`src/rtl/slice_cfg_pkg.sv`:
```
// Shared FSM state type, image bit-map constants and size derivations for the
// slice configuration loader.
package slice_cfg_pkg;

    typedef enum logic [1:0] {
        IDLE   = 2'd0,
        LOAD   = 2'd1,
        COMMIT = 2'd2
    } cfg_state_e;

    // Stream bit 0 drives the carry-chain enable; LUT bits follow from bit 1.
    localparam int USE_CC_BIT     = 0;
    localparam int LUT_BIT_OFFSET = 1;

    function automatic int calc_img_bits(input int num_luts, input int cfg_size);
        return num_luts * 2 * cfg_size + 1;
    endfunction

    function automatic int calc_num_beats(input int img_bits, input int cfg_w);
        return (img_bits + cfg_w - 1) / cfg_w;
    endfunction

endpackage

```
`src/rtl/slice_cfg_beat_assembler.sv`:
```
// Staging register, beat counter and (SLICE_CFG_CRC_EN) XOR checksum for one
// configuration image; pad lanes of the last beat are never stored.
module slice_cfg_beat_assembler #(
    parameter int CFG_W     = 8,
    parameter int IMG_BITS  = 137,
    parameter int NUM_BEATS = 18,
    parameter int CNT_W     = $clog2(NUM_BEATS + 1)
) (
    input  logic                clk_i,
    input  logic                rst_i,
    input  logic                clear_i,
    input  logic                beat_we_i,
    input  logic [CFG_W-1:0]    beat_i,
    output logic [IMG_BITS-1:0] stage_o,
`ifdef SLICE_CFG_CRC_EN
    output logic                chk_done_o,
    output logic                chk_ok_o,
`endif
    output logic                full_o
);

    logic [IMG_BITS-1:0] stage_q, stage_d;
    logic [CNT_W-1:0]    cnt_q, cnt_d;
    logic                full;

    assign full    = (cnt_q == CNT_W'(NUM_BEATS));
    assign full_o  = full;
    assign stage_o = stage_q;

`ifdef SLICE_CFG_CRC_EN
    logic [CFG_W-1:0] xor_q, xor_d;
    logic             chk_done_q, chk_done_d;
    logic             chk_ok_q, chk_ok_d;

    assign chk_done_o = chk_done_q;
    assign chk_ok_o   = chk_ok_q;
`endif

    always_comb begin
        stage_d = stage_q;
        cnt_d   = cnt_q;
`ifdef SLICE_CFG_CRC_EN
        xor_d      = xor_q;
        chk_done_d = chk_done_q;
        chk_ok_d   = chk_ok_q;
`endif
        if (clear_i) begin
            cnt_d = '0;
`ifdef SLICE_CFG_CRC_EN
            xor_d      = '0;
            chk_done_d = 1'b0;
            chk_ok_d   = 1'b0;
`endif
        end else if (beat_we_i && !full) begin
            for (int b = 0; b < NUM_BEATS; b++) begin
                if (cnt_q == CNT_W'(b)) begin
                    for (int l = 0; l < CFG_W; l++) begin
                        if (b * CFG_W + l < IMG_BITS) begin
                            stage_d[b * CFG_W + l] = beat_i[l];
                        end
                    end
                end
            end
            cnt_d = cnt_q + CNT_W'(1);
`ifdef SLICE_CFG_CRC_EN
            xor_d = xor_q ^ beat_i;
`endif
        end
`ifdef SLICE_CFG_CRC_EN
        // The beat after a full image is the checksum, covering pad lanes as sent.
        else if (beat_we_i && full) begin
            chk_done_d = 1'b1;
            chk_ok_d   = (beat_i == xor_q);
        end
`endif
    end

    always_ff @(posedge clk_i) begin
        if (rst_i) begin
            stage_q <= '0;
            cnt_q   <= '0;
`ifdef SLICE_CFG_CRC_EN
            xor_q      <= '0;
            chk_done_q <= 1'b0;
            chk_ok_q   <= 1'b0;
`endif
        end else begin
            stage_q <= stage_d;
            cnt_q   <= cnt_d;
`ifdef SLICE_CFG_CRC_EN
            xor_q      <= xor_d;
            chk_done_q <= chk_done_d;
            chk_ok_q   <= chk_ok_d;
`endif
        end
    end

endmodule

```
`src/rtl/slice_config_loader.sv`:
```
// Beat-serial config loader for one logic slice: assembles an image, then commits
// it with a one-cycle cen strobe. Define SLICE_CFG_CRC_EN for the XOR checksum beat.
module slice_config_loader
    import slice_cfg_pkg::*;
#(
    parameter int S_XX_BASE = 4,
    parameter int CFG_SIZE  = 2**S_XX_BASE + 1,
    parameter int NUM_LUTS  = 4,
    parameter int CFG_W     = 8
) (
    input  logic                           cclk,
    input  logic                           rst,
    input  logic                           start,
    input  logic [CFG_W-1:0]               cfg_data,
    input  logic                           cfg_valid,
    output logic                           cfg_ready,
    output logic [NUM_LUTS*2*CFG_SIZE-1:0] luts_config_out,
    output logic                           config_use_cc,
    output logic                           cen,
    output logic                           busy,
    output logic                           done,
    output logic                           err,
    output logic [1:0]                     dbg_state_o
);

    localparam int IMG_BITS  = calc_img_bits(NUM_LUTS, CFG_SIZE);
    localparam int NUM_BEATS = calc_num_beats(IMG_BITS, CFG_W);
    localparam int LUT_W     = NUM_LUTS * 2 * CFG_SIZE;
    localparam int CNT_W     = $clog2(NUM_BEATS + 1);

    cfg_state_e          state_q, state_d;
    logic [LUT_W-1:0]    luts_q, luts_d;
    logic                use_cc_q, use_cc_d;
    logic                done_q, done_d;
    logic [IMG_BITS-1:0] stage;
    logic                full;
    logic                clear;
    logic                beat_we;

    // Valid/ready: a beat transfers on a rising cclk edge where cfg_valid and
    // cfg_ready are both high; cfg_ready is only ever high in LOAD.
    assign beat_we = cfg_valid & cfg_ready;

`ifdef SLICE_CFG_CRC_EN
    logic chk_done, chk_ok;
    logic err_q, err_d;
    assign err = err_q;
`else
    assign err = 1'b0;
`endif

    slice_cfg_beat_assembler #(
        .CFG_W     (CFG_W),
        .IMG_BITS  (IMG_BITS),
        .NUM_BEATS (NUM_BEATS),
        .CNT_W     (CNT_W)
    ) u_assembler (
        .clk_i      (cclk),
        .rst_i      (rst),
        .clear_i    (clear),
        .beat_we_i  (beat_we),
        .beat_i     (cfg_data),
        .stage_o    (stage),
`ifdef SLICE_CFG_CRC_EN
        .chk_done_o (chk_done),
        .chk_ok_o   (chk_ok),
`endif
        .full_o     (full)
    );

    always_comb begin
        state_d   = state_q;
        luts_d    = luts_q;
        use_cc_d  = use_cc_q;
        done_d    = done_q;
`ifdef SLICE_CFG_CRC_EN
        err_d     = err_q;
`endif
        cfg_ready = 1'b0;
        cen       = 1'b0;
        clear     = 1'b0;
        case (state_q)
            IDLE: begin
                if (start) begin
                    clear   = 1'b1;
                    done_d  = 1'b0;
`ifdef SLICE_CFG_CRC_EN
                    err_d   = 1'b0;
`endif
                    state_d = LOAD;
                end
            end
            LOAD: begin
`ifdef SLICE_CFG_CRC_EN
                cfg_ready = !chk_done;
                if (full && chk_done) begin
                    if (chk_ok) begin
                        luts_d   = stage[IMG_BITS-1:LUT_BIT_OFFSET];
                        use_cc_d = stage[USE_CC_BIT];
                        state_d  = COMMIT;
                    end else begin
                        err_d   = 1'b1;
                        state_d = IDLE;
                    end
                end
`else
                cfg_ready = !full;
                // Outputs load from the completed staging image on COMMIT entry.
                if (full) begin
                    luts_d   = stage[IMG_BITS-1:LUT_BIT_OFFSET];
                    use_cc_d = stage[USE_CC_BIT];
                    state_d  = COMMIT;
                end
`endif
            end
            COMMIT: begin
                cen     = 1'b1;
                done_d  = 1'b1;
                state_d = IDLE;
            end
            default: state_d = IDLE;
        endcase
    end

    always_ff @(posedge cclk) begin
        if (rst) begin
            state_q  <= IDLE;
            luts_q   <= '0;
            use_cc_q <= 1'b0;
            done_q   <= 1'b0;
`ifdef SLICE_CFG_CRC_EN
            err_q    <= 1'b0;
`endif
        end else begin
            state_q  <= state_d;
            luts_q   <= luts_d;
            use_cc_q <= use_cc_d;
            done_q   <= done_d;
`ifdef SLICE_CFG_CRC_EN
            err_q    <= err_d;
`endif
        end
    end

    assign luts_config_out = luts_q;
    assign config_use_cc   = use_cc_q;
    assign busy            = (state_q != IDLE);
    assign done            = done_q;
    assign dbg_state_o     = state_q;

endmodule

```
`config.mk`:
```
export PLATFORM = sky130hd
export DESIGN_NAME = slice_config_loader
export DESIGN_NICKNAME = d
export VERILOG_FILES = /design/src/rtl/slice_cfg_pkg.sv /design/src/rtl/slice_cfg_beat_assembler.sv /design/src/rtl/slice_config_loader.sv
export SDC_FILE = /design/constraint.sdc
export NUM_CORES = 1
export LEC_CHECK = 0
export ABC_AREA = 1
export BUFFER_PORTS_ARGS = -buffer_cell sky130_fd_sc_hd__buf_2
export CORE_UTILIZATION = 30
export CTS_CLUSTER_DIAMETER = 30
export DETAILED_ROUTE_END_ITERATION = 10
export PLACE_DENSITY = 0.55
export SLEW_MARGIN = 20
export SYNTH_ARGS = -nofsm -noshare
export SYNTH_HDL_FRONTEND = slang
export SYNTH_SLANG_ARGS = --single-unit
```
`constraint.sdc`:
```
create_clock -name cclk -period 2.05 [get_ports cclk]
set_clock_uncertainty 0.05 [all_clocks]
set_input_delay 0.1025 -clock cclk [delete_from_list [all_inputs] [get_ports cclk]]
set_output_delay 0.1025 -clock cclk [all_outputs]
set_load 0.005 [all_outputs]
```
==> flow_summary.toml, run 1 <==
[layout]
nFillCells = 3632
multi_input_area_sq_um = 4382
final_util_pct = 40.52
nets = 1623
drive_gt1_share_pct = 18.89
fin_area_sq_um = 14000
area_growth_pct = 32.88
layout.area.seq_sq_um = 5645

[clock_network]
numClockSinks = 282
cts_buffers = 60
cts_tree = "built"
insertion_delay_ns = 0.55
h-tree-depth = 2
cts_root_buf = "clkbuf_16"
clk_path_buf_depth = 3
path_clk_slew_ns = 0.05

[detailed_routing]
drc = 0
vias = 9266
drt-total-wl_um = 29980
drt_iter0_markers = 534
via_per_inst = 4.394
first_pass_iters = 4
wl_per_cell_um = 14.22
antenna_left = 0

[global_routing]
use_met2_pct = 25.78
antenna_found_initial = 1
met3_usage_pct = 3.485
met1_usage_pct = 22.32
track_usage_pct = 16.49
grt_pass1_wl_um = 47270
grt_busiest_layer = "met2"
grt_max_degree = 112
grt_pass1_vias = 8837
grt_overflow_total = 0

[power]
intPower_mw = 12.39
clockPowerShare_pct = 62.2
power_switching_mw = 3.290
ir_drop_mv = 0.6859
switching_share_pct = 20.98
pwr-share-comb_pct = 2.6
pwr-share-seq_pct = 35.2
leakagePower_nw = 6.665
powerDensity_nw_per_um2 = 1120

[critical_path]
crit_chain = "inv_1 > ha_2 > nand3_2 > nor3_4 > buf_12 > inv_4 > clkbuf_16 > nor2_1 > nor2_1"
cp_slowest_cell = "dfxtp_1"
critPathKind = "reg2reg"
end_kind = "flop"
worst_path_most_repeated_cell = "nor2_1"
slowest_delay_ns = 0.33
cp.arrival_ns = 2.32
cp_max_fo = 55
r2r_cells = 9
r2r_start = "u_assembler.cnt_q[0]"
ff2ff_setup_slack_ns = 0.12
crit_required_ns = 2.43
cp-start-kind = "flop"
r2r-end = "luts_config_out[111]"

[synthesis]
synthMuxAreaShare_pct = 0
seq_area_frac_synth_pct = 53.60
synth-edff-count = 0
synth.cell_area_sq_um = 10530
synthCells = 1450
avgSynthCellArea_sq_um = 7.264
ys_ff_latch = 282
synth_top_area_cell = "dfxtp_1"
synth-xor-area-share_pct = 0.08316
synthTopCellsByArea = "dfxtp_1 (54%), nor2_1 (20%), nand2_1 (9.2%), o21ai_0 (6.4%), nand3_1 (2.4%)"
synthTopCellsByCount = "nor2_1 (569), dfxtp_1 (282), nand2_1 (258)"
synth_flop_cell = "dfxtp_1"
synthAdderAreaFrac_pct = 0.5940
synth_top_family_by_area = "simple AND/OR/NAND/NOR gates"
async_reset_ff_share_pct = 0
ys_types = 21
syn-num-nets = 1467
synth_most_common_cell = "nor2_1"
yosys_warnings = 0
synth_compound_area_share_pct = 6.890
yosys.area_share.simple_pct = 33.80
synth_top_area_share_pct = 53.60

[placement]
dpl-instance-area_sq_um = 11760
dp_hpwl_um = 17570
finalWeightedCongestion = 0.7548
port-buffer-count = 154

[timing]
maxSlewViolCount = 0
finalSetupViolCount = 0
whs_ns = 0.04795
relSlewSlack_pct = 53.56
hold_viol = 0
tightest_slew_ns = 0.6923
fin_crit_sh_pct = 94.18
tns_ns = 0
max_freq_ghz = 0.5180
period_minus_slack_ns = 1.931

[job]
maxCapViolations = 0

[floorplan]
rows = 68
dieArea_sq_um = 35860
die_w_um = 189.4
core_sq_um = 34540
start_util_pct = 30.49
die_h_um = 189.4
ioPinCount = 156

[worst_hold_path]
worstHoldStart = "start"
min_delay_path_depth = 4
min_to = "dbg_state_o[0]"
hp-class = "in2reg"

[outcome]
status = "finished clean"
-- final cells by class --
cell class,instances,share of cell area [%]
Antenna cell,2,0.03576
Clock inverter,31,2.807
Sequential cell,282,40.34
Multi-Input combinational cell,1049,31.31
Clock buffer,77,12.12
Tap cell,455,4.068
Timing Repair Buffer,185,8.520
Inverter,28,0.8046
-- registers in the layout (all words and copies together) (netlist names) --
name                 count
luts_config_out        136
config_use_cc            1
dbg_state_o              2
done                     1
u_assembler.stage_o    137
u_assembler.cnt_q        5
-- how the worst max path moves through the flow --
stage	start	to	slack, ns
6_report	u_assembler.cnt_q[0]	luts_config_out[111]	0.12
5_1_grt	u_assembler.cnt_q[0]	luts_config_out[111]	-0.01
4_1_cts	u_assembler.cnt_q[0]	luts_config_out[107]	0.04
3_5_place_dp	u_assembler.cnt_q[0]	luts_config_out[67]	0.05
3_3_place_gp	u_assembler.cnt_q[0]	u_assembler.stage_o[80]	0.12
2_1_floorplan	u_assembler.cnt_q[0]	u_assembler.stage_o[125]	0.34
-- metal layers --
metal	routed length [um]	share of wire, %	vias to the layer above
met5	0	0	-
met4	700	2.3	0
met3	1633	5.4	50
met2	13040	43	208
met1	14620	49	4179
li1	-	-	4829
-- worst max-delay path, delay by kind of cell (launching register included) --
kind,cells,cell delay [ns]
adders and majority gates,1,0.23
DFF,1,0.33
buffers and inverters,4,0.56
and+or+nand+nor,4,0.58
-- cell usage in the layout, fill, tap and decap left out, types with 2 or more instances in the layout --
master and instances:
clkinv_1 8, nand3_2 2, buf_6 3, diode_2 2, clkbuf_16 62, nor2_2 4, buf_4 14, nor2_1 565
buf_2 154, inv_1 18, bufinv_16 8, clkbuf_8 11, o21ai_0 135, o21ai_1 4, ha_1 4, nand4_1 2
dfxtp_1 282, nand2_1 257, a21oi_1 6, clkinv_2 11, clkinv_4 6, buf_12 11, nor2_4 14, clkbuf_1 5
nand3_1 51, clkinvlp_4 6
-- logic make-up after synthesis --
kind of cell               Yosys count
AOI/OAI and AO/OA                  145
xor gates and xnor gates             1
and+or+nand+nor                    897
buffers and inverters              119
DFF                                282
other                                1
adders and majority gates            5
-- power by group through the flow --
stage / registers (mW) / logic, mW / clock network, mW
floorplan: 5.62 / 0.252 / 0
global placement: 5.63 / 0.402 / 0
detailed placement: 5.63 / 0.404 / 0
CTS: 5.52 / 0.406 / 9.96
global route: 5.52 / 0.446 / 10.2
finish: 5.52 / 0.401 / 9.76
-- timing repair --
item | in CTS | in global routing
resized for setup | 0 | 9
endpoints found under the setup margin | 0 | 183
buffers inserted | 0 | 4
hold buffers | 1 | 0
hold endpoints to repair | 9 | 0
-- per-stage QoR --
| step | setup WS, ns | power (mW) | std cells |
|---|---|---|---|
| after global routing | -0.01035 | 16.21 | 2108 |
| final | 0.1194 | 15.68 | 2109 |
| after detailed placement | 0.04701 | 6.030 | 1993 |
| after floorplan | 0.3392 | 5.874 | 1450 |
| after global placement | 0.1152 | 6.028 | 1993 |
| after CTS | 0.03985 | 15.88 | 2102 |
Power figures use the tool's default switching activity.
==> run 2, diff against run 1 <==
Settings changed: CORE_ASPECT_RATIO from default to 0.6, CORE_UTILIZATION 30 to 45, PLACE_DENSITY 0.55 to 0.65.
==> run 2 against run 1 <==
  * Final area fell by 6.1%
  * Non-clock buffer count increased by 3
  * Combinational power fell by 2%
  * Clock-buffer cell count is 30 lower
  * Total power is 17% lower
  * Clock power shrank 28%
  * Die area down 33%
  * Hold slack better by 0.046 ns
  * Sequential share of layout area up 2.6 points
  * Flip-flop and latch count unchanged
  * Final cell count fell by 8.6%
  * Critical path type unchanged
  * Critical endpoint is now luts_config_out[48]
  * Largest power group unchanged
==> flow_summary.toml, run 2 (same netlist as run 1, synthesis figures left out) <==
[global_routing]
grt_overflow_total = 0
antenna_found_initial = 0
track_usage_pct = 23.16
grt_pass1_wl_um = 44420
grt_pass1_vias = 8404
grt_max_degree = 71

[detailed_routing]
first_pass_iters = 5
via_per_inst = 4.832
vias = 9316
drc = 0
drt_iter0_markers = 571
antenna_left = 0
wl_per_cell_um = 14.51
drt-total-wl_um = 27980

[clock_network]
h-tree-depth = 2
cts_root_buf = "clkbuf_16"
numClockSinks = 282
cts_buffers = 40
insertion_delay_ns = 0.50
path_clk_slew_ns = 0.06
cts_tree = "built"
clk_path_buf_depth = 3

[critical_path]
cp.arrival_ns = 2.30
critPathLaunch = "u_assembler.cnt_q[0]"
r2r-end = "luts_config_out[48]"
r2r_start = "u_assembler.cnt_q[0]"
crit_required_ns = 2.40
end_kind = "flop"
cp-start-kind = "flop"
critPathKind = "reg2reg"
cp_max_fo = 39
ff2ff_setup_slack_ns = 0.10
r2r_cells = 8

[placement]
dpl-instance-area_sq_um = 11650
dp_hpwl_um = 16650
port-buffer-count = 154
finalWeightedCongestion = 0.8337

[floorplan]
dieArea_sq_um = 24040
die_h_um = 120.5
core_sq_um = 22490
rows = 42
start_util_pct = 46.83
die_w_um = 199.5
ioPinCount = 156

[power]
powerDensity_nw_per_um2 = 986.9
leakagePower_nw = 6.348
ir_drop_mv = 0.4771

[layout]
drive_gt1_share_pct = 17.35
nFillCells = 2176
multi_input_area_sq_um = 4377
fin_area_sq_um = 13150
nets = 1607
area_growth_pct = 24.83
layout.area.seq_sq_um = 5645
final_util_pct = 58.46
n_antenna_cell = 0
largest_reg_flops = 137
layout_common_cells = "nor2_1 (566), dfxtp_1 (282), nand2_1 (258)"
layout_commonest_cell = "nor2_1"

[timing]
tightest_slew_ns = 0.9147
maxSlewViolCount = 0
max_freq_ghz = 0.5133
period_minus_slack_ns = 1.948
finalSetupViolCount = 0
hold_viol = 0
relSlewSlack_pct = 38.65
rsz0062_at_grt = "yes"
fin_crit_sh_pct = 95.03

[outcome]
status = "finished clean"

[job]
maxCapViolations = 0

[worst_hold_path]
hp-class = "in2reg"
worstHoldStart = "start"
min_to = "dbg_state_o[0]"
min_delay_path_depth = 4
## run 2: cell types whose count changed in the layout (fill, tap and decap cells not counted), sizes merged
cell / change
bufinv: -2
clkbuf: -30
inv: +5
clkinv: -8
buf: +3
diode: -2
## run 2: area by class of cell
cell class | count | share of cell area, %
well taps | 308 | 2.931
inverters | 28 | 1.037
clock buffers | 47 | 8.279
flip-flops and latches | 282 | 42.94
multi-input cells | 1049 | 33.29
clock inverters | 25 | 2.370
repair buffers | 188 | 9.088
repair inverters | 1 | 0.06662
## run 2: how the worst max path moves through the flow
stage	to
after CTS	luts_config_out[82]
after global routing	luts_config_out[44]
after detailed placement	luts_config_out[42]
after global placement	luts_config_out[82]
after floorplan	u_assembler.stage_o[125]
final	luts_config_out[48]
## run 2: metrics by stage
| stage | std cells | hold slack, ns | setup WS, ns | TNS [ns] | power [mW] |
|---|---|---|---|---|---|
| 3_3_place_gp | 1851 | 0.3219 | 0.1401 | 0 | 6.017 |
| 5_1_grt | 1928 | 0.1349 | -0.02365 | -0.06413 | 13.41 |
| 2_1_floorplan | 1450 | 0.1216 | 0.3392 | 0 | 5.874 |
| 6_report | 1928 | 0.09443 | 0.1020 | 0 | 12.98 |
| 4_1_cts | 1924 | 0.07093 | 0.07420 | 0 | 13.10 |
| 3_5_place_dp | 1851 | 0.3237 | 0.09846 | 0 | 6.021 |
## run 2: report_power, final
| part | internal (mW) | switching [mW] |
|---|---|---|
| Sequential | 5.50 | 0.0133 |
| Combinational | 0.114 | 0.281 |
| Clock | 4.49 | 2.58 |
## run 2: timing repair
item | CTS | global route
endpoints found under the setup margin | 0 | 88
resized for setup | 0 | 8
buffers inserted | 0 | 2
endpoints found under the hold margin | 3 | 0
hold buffers | 1 | 0
## run 2: worst max-delay path, stage by stage, from the launching register on
cell and delay (ns):
dfxtp_1 0.33, inv_1 0.13, ha_2 0.24, nand3_2 0.13, nor3_4 0.31, bufinv_16 0.25
buf_12 0.17, nor2_1 0.14, nor2_1 0.06
## run 2: layer usage
| layer | track usage, % | wire, um | vias to the layer above |
|---|---|---|---|
| met2 | 34.33 | 11600 | 238 |
| li1 | - | - | 4790 |
| met3 | 3.794 | 1527 | 37 |
| met4 | 5.057 | 358 | 0 |
| met1 | 34.97 | 14500 | 4251 |
| met5 | 0 | 0 | - |
==> run 3, diff against run 2 <==
Settings changed: CTS_CLUSTER_DIAMETER 30 to default, MAX_ROUTING_LAYER from default to met4, PLACE_DENSITY 0.65 to 0.62.
==> run 3 against run 2 <==
  * Highest routed layer unchanged
  * Clock-buffer cell count decreased by 13
  * Utilization decreased by 2.3 points
  * Final area decreased by 4.0%
==> flow_summary.toml, run 3 (same netlist as run 1, synthesis figures left out) <==
[critical_path]
crit_required_ns = 2.42
cp.arrival_ns = 2.28
critPathKind = "reg2reg"
worst_path_most_repeated_cell = "nor2_1"
cp-start-kind = "flop"
slowest_delay_ns = 0.34
end_kind = "flop"
cp_slowest_cell = "dfxtp_1"
cpLargestDelayFamily = "simple AND/OR/NAND/NOR gates"
cp_max_fo = 29
cp.buffers_inverters = 4
crit_chain = "inv_1 > ha_2 > nand3_2 > nor3_4 > buf_4 > inv_6 > buf_12 > nor2_1 > nor2_1"

[layout]
layout.area.seq_sq_um = 5645
nFillCells = 2229
multi_input_area_sq_um = 4372
fin_area_sq_um = 12620
nets = 1591
final_util_pct = 56.11
area_growth_pct = 19.83
drive_gt1_share_pct = 15.81
largest_reg_flops = 137
layout_common_cells = "nor2_1 (568), dfxtp_1 (282), nand2_1 (258)"
layout_commonest_cell = "nor2_1"

[power]
intPower_mw = 8.813
pwr-share-seq_pct = 49.1
ir_drop_mv = 0.4860
clockPowerShare_pct = 47.5
leakagePower_nw = 6.106
switching_share_pct = 21.40
power_switching_mw = 2.400
pwr-share-comb_pct = 3.4
powerDensity_nw_per_um2 = 888.4

[timing]
finalSetupViolCount = 0
period_minus_slack_ns = 1.911
maxSlewViolCount = 0
max_freq_ghz = 0.5232
setup_slack_ns = 0.1386
tns_ns = 0
tightest_slew_ns = 0.9131
fin_crit_sh_pct = 93.24
hold_viol = 0
rsz0062_at_grt = "no"
relSlewSlack_pct = 38.75

[clock_network]
h-tree-depth = 1
clk_path_buf_depth = 3
cts_tree = "built"
numClockSinks = 282
insertion_delay_ns = 0.53
cts_buffers = 26
path_clk_slew_ns = 0.07
cts_root_buf = "clkbuf_16"

[global_routing]
grt_pass1_vias = 8207
grt_pass1_wl_um = 43770
grt_overflow_total = 0
grt_busiest_layer = "met1"
met1_usage_pct = 35.82
track_usage_pct = 23.37
antenna_found_initial = 1
use_met2_pct = 32.10
grt_max_degree = 76
met3_usage_pct = 3.124

[placement]
dpl-instance-area_sq_um = 11630
place_ws_ns = 0.1145
dp_hpwl_um = 16650
finalWeightedCongestion = 0.8552
port-buffer-count = 154

[outcome]
status = "finished clean"

[detailed_routing]
wl_per_cell_um = 14.22
drc = 0
via_per_inst = 4.778
first_pass_iters = 5
drt_iter0_markers = 609
antenna_left = 0
drt-total-wl_um = 27060
vias = 9093

[worst_hold_path]
hp-class = "in2reg"

[floorplan]
start_util_pct = 46.83
die_w_um = 199.5
dieArea_sq_um = 24040
ioPinCount = 156
core_sq_um = 22490
die_h_um = 120.5
rows = 42

[job]
maxCapViolations = 0
-- run 3: what timing repair did --
| action | CTS | global route |
|---|---|---|
| gates resized for setup | 0 | 2 |
| buffers inserted | 0 | 1 |
| setup endpoints to repair | 0 | 34 |
| hold endpoints to repair | 6 | 0 |
| hold buffers | 2 | 0 |
-- run 3: per-layer routing --
| metal | part of all wire [%] | routed length (um) |
|---|---|---|
| met1 | 53 | 14230 |
| met2 | 40 | 10890 |
| met3 | 5.2 | 1409 |
| met4 | 2.0 | 530 |
| met5 | 0 | 0 |
-- run 3: cell type report --
type	instances	area share (%)
tap	308	3.053
clock buffer	34	5.958
multi-input combinational	1049	34.64
antenna	1	0.01983
inverter	28	0.9121
clock inverter	14	1.586
timing repair buffer	187	9.101
sequential	282	44.73
-- run 3: worst reg2reg max path, cell delays in order, from the launching register on --
cell and delay [ns]:
dfxtp_1 0.34, inv_1 0.13, ha_2 0.24, nand3_2 0.13, nor3_4 0.18, buf_4 0.17
inv_6 0.10, buf_12 0.18, nor2_1 0.21, nor2_1 0.07
-- run 3: final timing paths --
check                                        startpoint                  endpoint  slack (ns)  depth (start not counted)
worst max register to register     u_assembler.cnt_q[0]        luts_config_out[1]        0.14                          9
worst min-delay path                        cfg_data[7]  u_assembler.stage_o[111]        0.08                          5
worst min register to register  u_assembler.stage_o[54]   u_assembler.stage_o[54]        0.43                          2
worst max-delay path               u_assembler.cnt_q[0]        luts_config_out[1]        0.14                          9
-- run 3: stage by stage --
| step | std cells | power, mW | hold WS, ns |
|---|---|---|---|
| 6_report | 1903 | 11.21 | 0.08256 |
| 4_1_cts | 1901 | 11.32 | 0.05379 |
| 2_1_floorplan | 1450 | 5.874 | 0.1216 |
| 3_5_place_dp | 1851 | 6.009 | 0.3331 |
| 5_1_grt | 1903 | 11.62 | 0.08466 |
| 3_3_place_gp | 1851 | 6.007 | 0.3221 |
-- run 3: power groups by stage --
stage | logic [mW] | clock network, mW | registers [mW]
floorplan | 0.252 | 0 | 5.62
global placement | 0.381 | 0 | 5.63
detailed placement | 0.383 | 0 | 5.63
CTS | 0.386 | 5.43 | 5.50
global route | 0.427 | 5.69 | 5.50
finish | 0.386 | 5.33 | 5.50
